## src/rtl/fir_decim_requant.sv

```systemverilog
`default_nettype none
// ============================================================================
//  Module   : fir_decim_requant
//  Purpose  : Decimates a 32-bit filter accumulator stream by DEC, requantizes
//             each kept sample to 16 bits (arithmetic shift by SHIFT, then
//             saturation) and buffers results in a DEPTH-entry output FIFO
//             with sticky saturation / overflow flags.
//  Options  : FIR_DECIM_ROUND_EN - when defined, round half up before the
//             shift; otherwise truncate toward minus infinity.
//  Revision : 1.0 - initial release
// ============================================================================
module fir_decim_requant #(
  parameter int DEC   = 2,
  parameter int SHIFT = 8,
  parameter int DEPTH = 4
) (
  input  logic               clk,
  input  logic               rst_n,
  input  logic               clr,
  input  logic               in_valid,
  input  logic signed [31:0] in_data,
  output logic               out_valid,
  input  logic               out_ready,
  output logic signed [15:0] out_data,
  output logic [4:0]         level,
  output logic               sat_flag,
  output logic               ovf_flag
);

  localparam int         PW         = (DEPTH > 1) ? $clog2(DEPTH) : 1;
  localparam logic [3:0] PHASE_LAST = 4'(DEC - 1);
  localparam logic [4:0] LEVEL_FULL = 5'(DEPTH);

  logic [3:0]         phase;
  logic               keep;
  logic signed [32:0] wide;
  logic signed [32:0] q;
  logic signed [15:0] q_sat;
  logic               q_clip;

  logic               stage_valid;
  logic signed [15:0] stage_data;

  logic signed [15:0] mem [DEPTH];
  logic [PW-1:0]      wr_ptr;
  logic [PW-1:0]      rd_ptr;
  logic               full;
  logic               pop;
  logic               wr_en;
  logic               wr_drop;

  // Only the first sample of each decimation group is kept.
  assign keep = in_valid && (phase == 4'd0);

  // One extra sign bit so the rounding offset can never overflow.
  assign wide = {in_data[31], in_data};

`ifdef FIR_DECIM_ROUND_EN
  localparam logic signed [32:0] HALF = 33'sd1 <<< (SHIFT - 1);
  assign q = (wide + HALF) >>> SHIFT;
`else
  assign q = wide >>> SHIFT;
`endif

  // Clamp the shifted value into the 16-bit signed output range.
  always_comb begin
    q_clip = 1'b0;
    q_sat  = q[15:0];
    if (q > 33'sd32767) begin
      q_sat  = 16'sh7FFF;
      q_clip = 1'b1;
    end else if (q < -33'sd32768) begin
      q_sat  = 16'sh8000;
      q_clip = 1'b1;
    end
  end

  // Decimation phase: advances on every input sample, wraps at DEC-1.
  always_ff @(posedge clk or negedge rst_n) begin
    if (!rst_n) begin
      phase <= 4'd0;
    end else if (clr) begin
      phase <= 4'd0;
    end else if (in_valid) begin
      phase <= (phase == PHASE_LAST) ? 4'd0 : phase + 4'd1;
    end
  end

  // Single pipeline stage holding the requantized kept sample; sat is
  // flagged as soon as a kept sample clips.
  always_ff @(posedge clk or negedge rst_n) begin
    if (!rst_n) begin
      stage_valid <= 1'b0;
      stage_data  <= '0;
      sat_flag    <= 1'b0;
    end else if (clr) begin
      stage_valid <= 1'b0;
      sat_flag    <= 1'b0;
    end else begin
      stage_valid <= keep;
      if (keep) begin
        stage_data <= q_sat;
      end
      if (keep && q_clip) begin
        sat_flag <= 1'b1;
      end
    end
  end

  // A full FIFO still accepts a write when the head leaves on the same edge.
  assign full      = (level == LEVEL_FULL);
  assign out_valid = (level != 5'd0);
  assign pop       = out_valid && out_ready;
  assign wr_en     = stage_valid && (!full || pop);
  assign wr_drop   = stage_valid && full && !pop;
  assign out_data  = mem[rd_ptr];

  // FIFO storage; zeroed only by reset so the head never shows unknowns.
  always_ff @(posedge clk or negedge rst_n) begin
    if (!rst_n) begin
      for (int i = 0; i < DEPTH; i++) begin
        mem[i] <= '0;
      end
    end else if (!clr && wr_en) begin
      mem[wr_ptr] <= stage_data;
    end
  end

  // Pointers wrap naturally at DEPTH; level is counted separately.
  always_ff @(posedge clk or negedge rst_n) begin
    if (!rst_n) begin
      wr_ptr   <= '0;
      rd_ptr   <= '0;
      level    <= 5'd0;
      ovf_flag <= 1'b0;
    end else if (clr) begin
      wr_ptr   <= '0;
      rd_ptr   <= '0;
      level    <= 5'd0;
      ovf_flag <= 1'b0;
    end else begin
      if (wr_en) begin
        wr_ptr <= wr_ptr + 1'b1;
      end
      if (pop) begin
        rd_ptr <= rd_ptr + 1'b1;
      end
      if (wr_en && !pop) begin
        level <= level + 5'd1;
      end else if (pop && !wr_en) begin
        level <= level - 5'd1;
      end
      if (wr_drop) begin
        ovf_flag <= 1'b1;
      end
    end
  end

endmodule
`default_nettype wire

```

## config.mk

```make
export PLATFORM = sky130hd
export DESIGN_NAME = fir_decim_requant
export DESIGN_NICKNAME = d
export VERILOG_FILES = /design/src/rtl/fir_decim_requant.sv
export SDC_FILE = /design/constraint.sdc
export NUM_CORES = 1
export LEC_CHECK = 0
export CORE_UTILIZATION = 55
export DETAILED_ROUTE_END_ITERATION = 12
export GPL_TIMING_DRIVEN = 0
export PLACE_DENSITY = 0.92
export SLEW_MARGIN = 10
export SYNTH_ARGS = -nofsm -noshare
export SYNTH_HDL_FRONTEND = slang
export SYNTH_SLANG_ARGS = --single-unit
```

## constraint.sdc

```tcl
create_clock -name clk -period 3.5 [get_ports clk]
set_input_delay 0.7 -clock clk [delete_from_list [all_inputs] [get_ports clk]]
set_output_delay 0.7 -clock clk [all_outputs]
set_load 0.05 [all_outputs]
```

-- Word-level counts from Yosys, hierarchy flattened
Cells that the tools add are included.
- register bits after elaboration: 96
- input bits: 37
- output and inout port bits: 24
- word-level logic and storage cells: 76
- add/subtract/negate cells: 5
- order comparisons: 5
- equal/unequal tests: 2
- multiplexer cells: 25
- bitwise operators: 3
- reduce and logical (&&, ||, !) cells: 24
- operator list (cell ; number):
    $mux 16 ; 5
    $bwmux 64 ; 1
    $bmux 16 s2 ; 1
    $demux 16 s2 ; 1
    $gt 24x16->1 const B ; 1
    $lt 24x16->1 const B ; 1
    $mux 5 ; 3
    $mux 4 ; 3
    $logic_and 1x1->1 ; 10
    $reduce_bool 2->1 ; 5
    $mux 2 ; 4
    $mux 1 ; 7
    $ge 3x3->1 const B ; 2
    $not 2->3 ; 2
    $add 5x1->5 const B ; 1
    $eq 5x3->1 const B ; 1
    $reduce_bool 5->1 ; 1
    $sub 5x1->5 const B ; 1
    $add 2x1->2 const B ; 2
    $add 4x1->4 const B ; 1
    $eq 4x1->1 const B ; 1
    $logic_not 1->1 ; 4
    $logic_not 4->1 ; 1
    $lt 3x1->1 const B ; 1
    other kinds (4) ; 4

-- Longest topological paths before layout
- depth after elaboration: 9
- gate-level depth with buffers: 8
- depth with buffers taken out: 8

-- Worst setup path after synthesis
Ideal clock, no wire load.
- kind: reg-to-reg
- start: register level[0]
- end: register level[4]
- arrival time: 2.589 ns
- data required time: 3.376 ns
- slack: 0.787 ns
- cell stages (with the launch flop): 9
- cells stage by stage: dfrtp_1 -> or4_4 -> o211ai_2 -> ha_1 -> a21o_1 -> a21oi_1 -> xnor2_1 -> nor4b_1 -> a211o_1
- longest elaborated chain between the ends: 7
- elaborated cells on any way between the ends: 16
- classes of those cells: add/sub: 2; eq/ne: 1; mux: 3; reduce/logical: 10
- RTL lines (element ; line ; text):
    start, declared ; 25 ; output logic [4:0] level,
    start signal, assigned ; 149 ; level <= level + 5'd1;
    start signal, assigned ; 151 ; level <= level - 5'd1;
    branches (longest 7 deep; another with $sub 5x1->5) ; - ;
Several ways; the timed one is not identified. The select of a mux whose other input is x is not followed.
A chain may end at the register's enable or synchronous reset.

-- Worst setup path after layout
- start: register rd_ptr[0]
- end: output out_data[7]
- longest elaborated chain between the ends: 4
- RTL lines (element ; line ; text):
    start, declared ; 46 ; logic [PW-1:0] rd_ptr;
    start signal, assigned ; 146 ; rd_ptr <= rd_ptr + 1'b1;
    $not 2->3 (implied by the code) ; 116 ; assign out_data = mem[rd_ptr];
    $bmux 16 s2 ; 116 ;
    $mux 16 (implied by the code) (2 in series) ; 116 ;
    end, declared ; 24 ; output logic signed [15:0] out_data,
Every way passes these cells. The select of a mux whose other input is x is not followed.

==> metrics <==
run status complete, no violations; Synth cell types 38; clock latency on the worst-skew pair 0.36 ns; Initial Util 57.1%; CP top delay family buffers and inverters; DP Worst Slack 0.305 ns; Reg clk slew, reported paths 0.10 ns; ys async rst share 100%; Root Driver clkbuf_8; WP data required 2.80 ns; P_leak 2.49 nW; wire length per cell 17.6 µm; MaxCap Viol Count 0; CP Class flop to output pin; drt total wl 8.66 mm; slowest stage delay, CP 0.72 ns; CTS tree built; simple-gate share of the synthesized area 7.96%; Mapped Nets 369; CP Launch Type flop; clock tree sinks 96; area grow syn2layout 19.4%; worst hold path class input pin to async pin; Post-Synth XOR/XNOR Area 1.79%; Cell Area, Placed 5090 µm²; core area 7730 µm²; Setup Skew 0.0131 ns; Top FF cell, synth dfrtp_1; post-synthesis mux area share 25.9%; first-pass GRT wire length 14.9 mm; DR vias/cell 5.66; P_sw 0.00136 W; Setup TNS 0 ns; Gate Count Post-Synth 323; PD cells 681 nW/µm²; critical-path cell list buf_2 -> clkbuf_4 -> mux4_2 -> clkdlybuf4s50_1; sw frac 37.8%; gr usage total 23.5%; vias in the first global route 3009; design area 5270 µm²; cts bufs inserted 9; Pre-antenna DRT Iters 4; Antenna Violating Nets Remaining 0; drt initial violations 89; fin nets 433; Rows 32; RePlAce Congestion 0.825; via count 2789; Die Y 91.6 µm; initial antenna violation count 0; Synth Area in Compound Gates 4.42%; DRC viols 0; Logic pwr share 40.1%; Final WS setup 0.169 ns; number of buffers added on ports 52; final setup fails 0; Post-synth EDFFs 0; final hold violation count 0; CP Buf/Inv Count 3; Max Clock Freq 300 MHz; max_slew headroom 60.6%; share of layout cells above drive strength 1 21.7%; Bufs on Longest Clock Path 2; die area 8390 µm²; dpl hpwl 6.02 mm; largest net degree at the start of global routing 57; H-Tree Depth 3; Worst Setup SP rd_ptr[0]; register share of total power 41.3%; Mapped Avg Cell Area 13.7 µm²; Tot Pwr 0.00359 W; final period utilization 95.2%; post-synthesis cell area 4410 µm²; Worst EP arrival 2.63 ns; largest family of logic cells by synthesized area multiplexers; Crit-path slowest cell clkdlybuf4s50_1; clock network power share 18.7%; grt ovf 0; num ports 61; min cycle time layout 3.33 ns; RSZ-0062 raised after global routing false; sequential-to-total area share from yosys stat 54.4%; peak supply drop 0.000428 V; Worst-Margin Slew 0.592 ns; Seq cells post-synth 96; Reg2Reg Launch Point level[0]; Die Width 91.6 µm; YS warnings 0; ant diodes 0; critical path endpoint category output pin; Post-Synth Adder-Cell Area 2.72%; Core Util, Final 68.2%; Slew Viols, Final 0; Crit Path Max Fanout 10; P_int 0.00223 W
## state kept, by name, indices dropped and copies added (netlist names)
name and cells:
level 5, sat_flag 1, rd_ptr 2, ovf_flag 1, stage_valid 1, phase 4, mem 64, wr_ptr 2
stage_data 16
## placed cells by master, fill, tap and decap left out, drive strengths merged, types with 3 or more instances in the layout
master	synthesis	final
dfrtp	96	96
mux2	66	66
clkdlybuf4s50	0	51
nand2	28	28
nor2	27	27
o21ai	18	18
clkbuf	6	17
mux4	16	16
buf	9	10
inv	7	9
ha	8	8
nand3	5	5
a21oi	5	5
xnor2	5	5
nand4	4	4
xor2	4	4
nor4	3	3
## power by group through the flow
stage	Clock, W	Combinational, W	Sequential (W)
6_report	0.000670	0.00144	0.00148
5_1_grt	0.000722	0.00152	0.00151
3_5_place_dp	0	0.00144	0.00150
3_3_place_gp	0	0.00140	0.00148
2_1_floorplan	0	0.000984	0.00153
4_1_cts	0.000681	0.00145	0.00148
## synth_stat cells, drive strengths merged (2+ instances only)
cell type	count	area share (%)
a21oi	5	0.57
dfrtp	96	54
nand3	5	0.57
nand2	28	2.9
clkbuf	6	0.51
xor2	4	0.79
mux2	66	18
nor2	27	2.3
mux4	16	8.2
nand4	4	0.57
nor4	3	0.57
ha	8	2.3
inv	7	0.60
o21ai	18	2.0
buf	9	1.7
o31ai	2	0.34
xnor2	5	0.99
## metal layers
| metal | GRT usage [%] | vias to the layer above | routed length, µm |
|---|---|---|---|
| met1 | 29.7 | 1446 | 3810 |
| met4 | 8.60 | 0 | 122 |
| met2 | 40.7 | 46 | 4480 |
| li1 | - | 1285 | - |
| met5 | 0 | - | 0 |
| met3 | 4.27 | 12 | 253 |
## final timing paths
| check | endpoint | slack, ns | cells after the start |
|---|---|---|---|
| min in group clk | mem[23] | 0.49 | 1 |
| worst min register to register | mem[23] | 0.49 | 1 |
| max in group asynchronous | stage_data[12] | 2.53 | 2 |
| worst max-delay path | out_data[7] | 0.17 | 4 |
| worst min-delay path | mem[33] | 0.30 | 1 |
| worst max register to register | level[4] | 0.78 | 8 |
## metrics by stage
stage / hold slack [ns] / cells
finish: 0.304 / 493
global route: 0.336 / 493
CTS: 0.316 / 493
detailed placement: 0.476 / 478
global placement: 0.468 / 477
floorplan: 0.404 / 323
## worst register-to-register path, cell delays in order, from the launching register on
cell	delay, ns
dfrtp_1	0.50
o41ai_1	0.50
o211ai_2	0.30
fa_1	0.47
a21o_1	0.19
a21oi_1	0.17
xnor2_1	0.15
nor3b_1	0.07
a211o_1	0.26
## kinds of logic after synthesis
kind of cell	Yosys count
AND/OR/NAND/NOR	73
AO/OA/AOI/OAI	32
adder cells (fa/ha/maj)	9
flip-flops	96
buffers and inverters	22
XOR/XNOR	9
multiplexers	82
## final cells by class
class,count,area (µm²)
Timing Repair Buffer,53,546
Clock inverter,5,41.3
Sequential cell,96,2400
Buffer,15,103
Inverter,7,26.3
Clock buffer,10,138
Tap cell,102,128
Multi-Input combinational cell,205,1890
Fill cell,526,2460
## repair_timing
| item | in CTS | in global routing |
|---|---|---|
| endpoints found under the setup margin | 9 | 8 |
| hold buffers | 0 | 0 |
| resized for setup | 1 | 1 |
| buffers inserted | 0 | 0 |
Power figures use the tool's default switching activity.
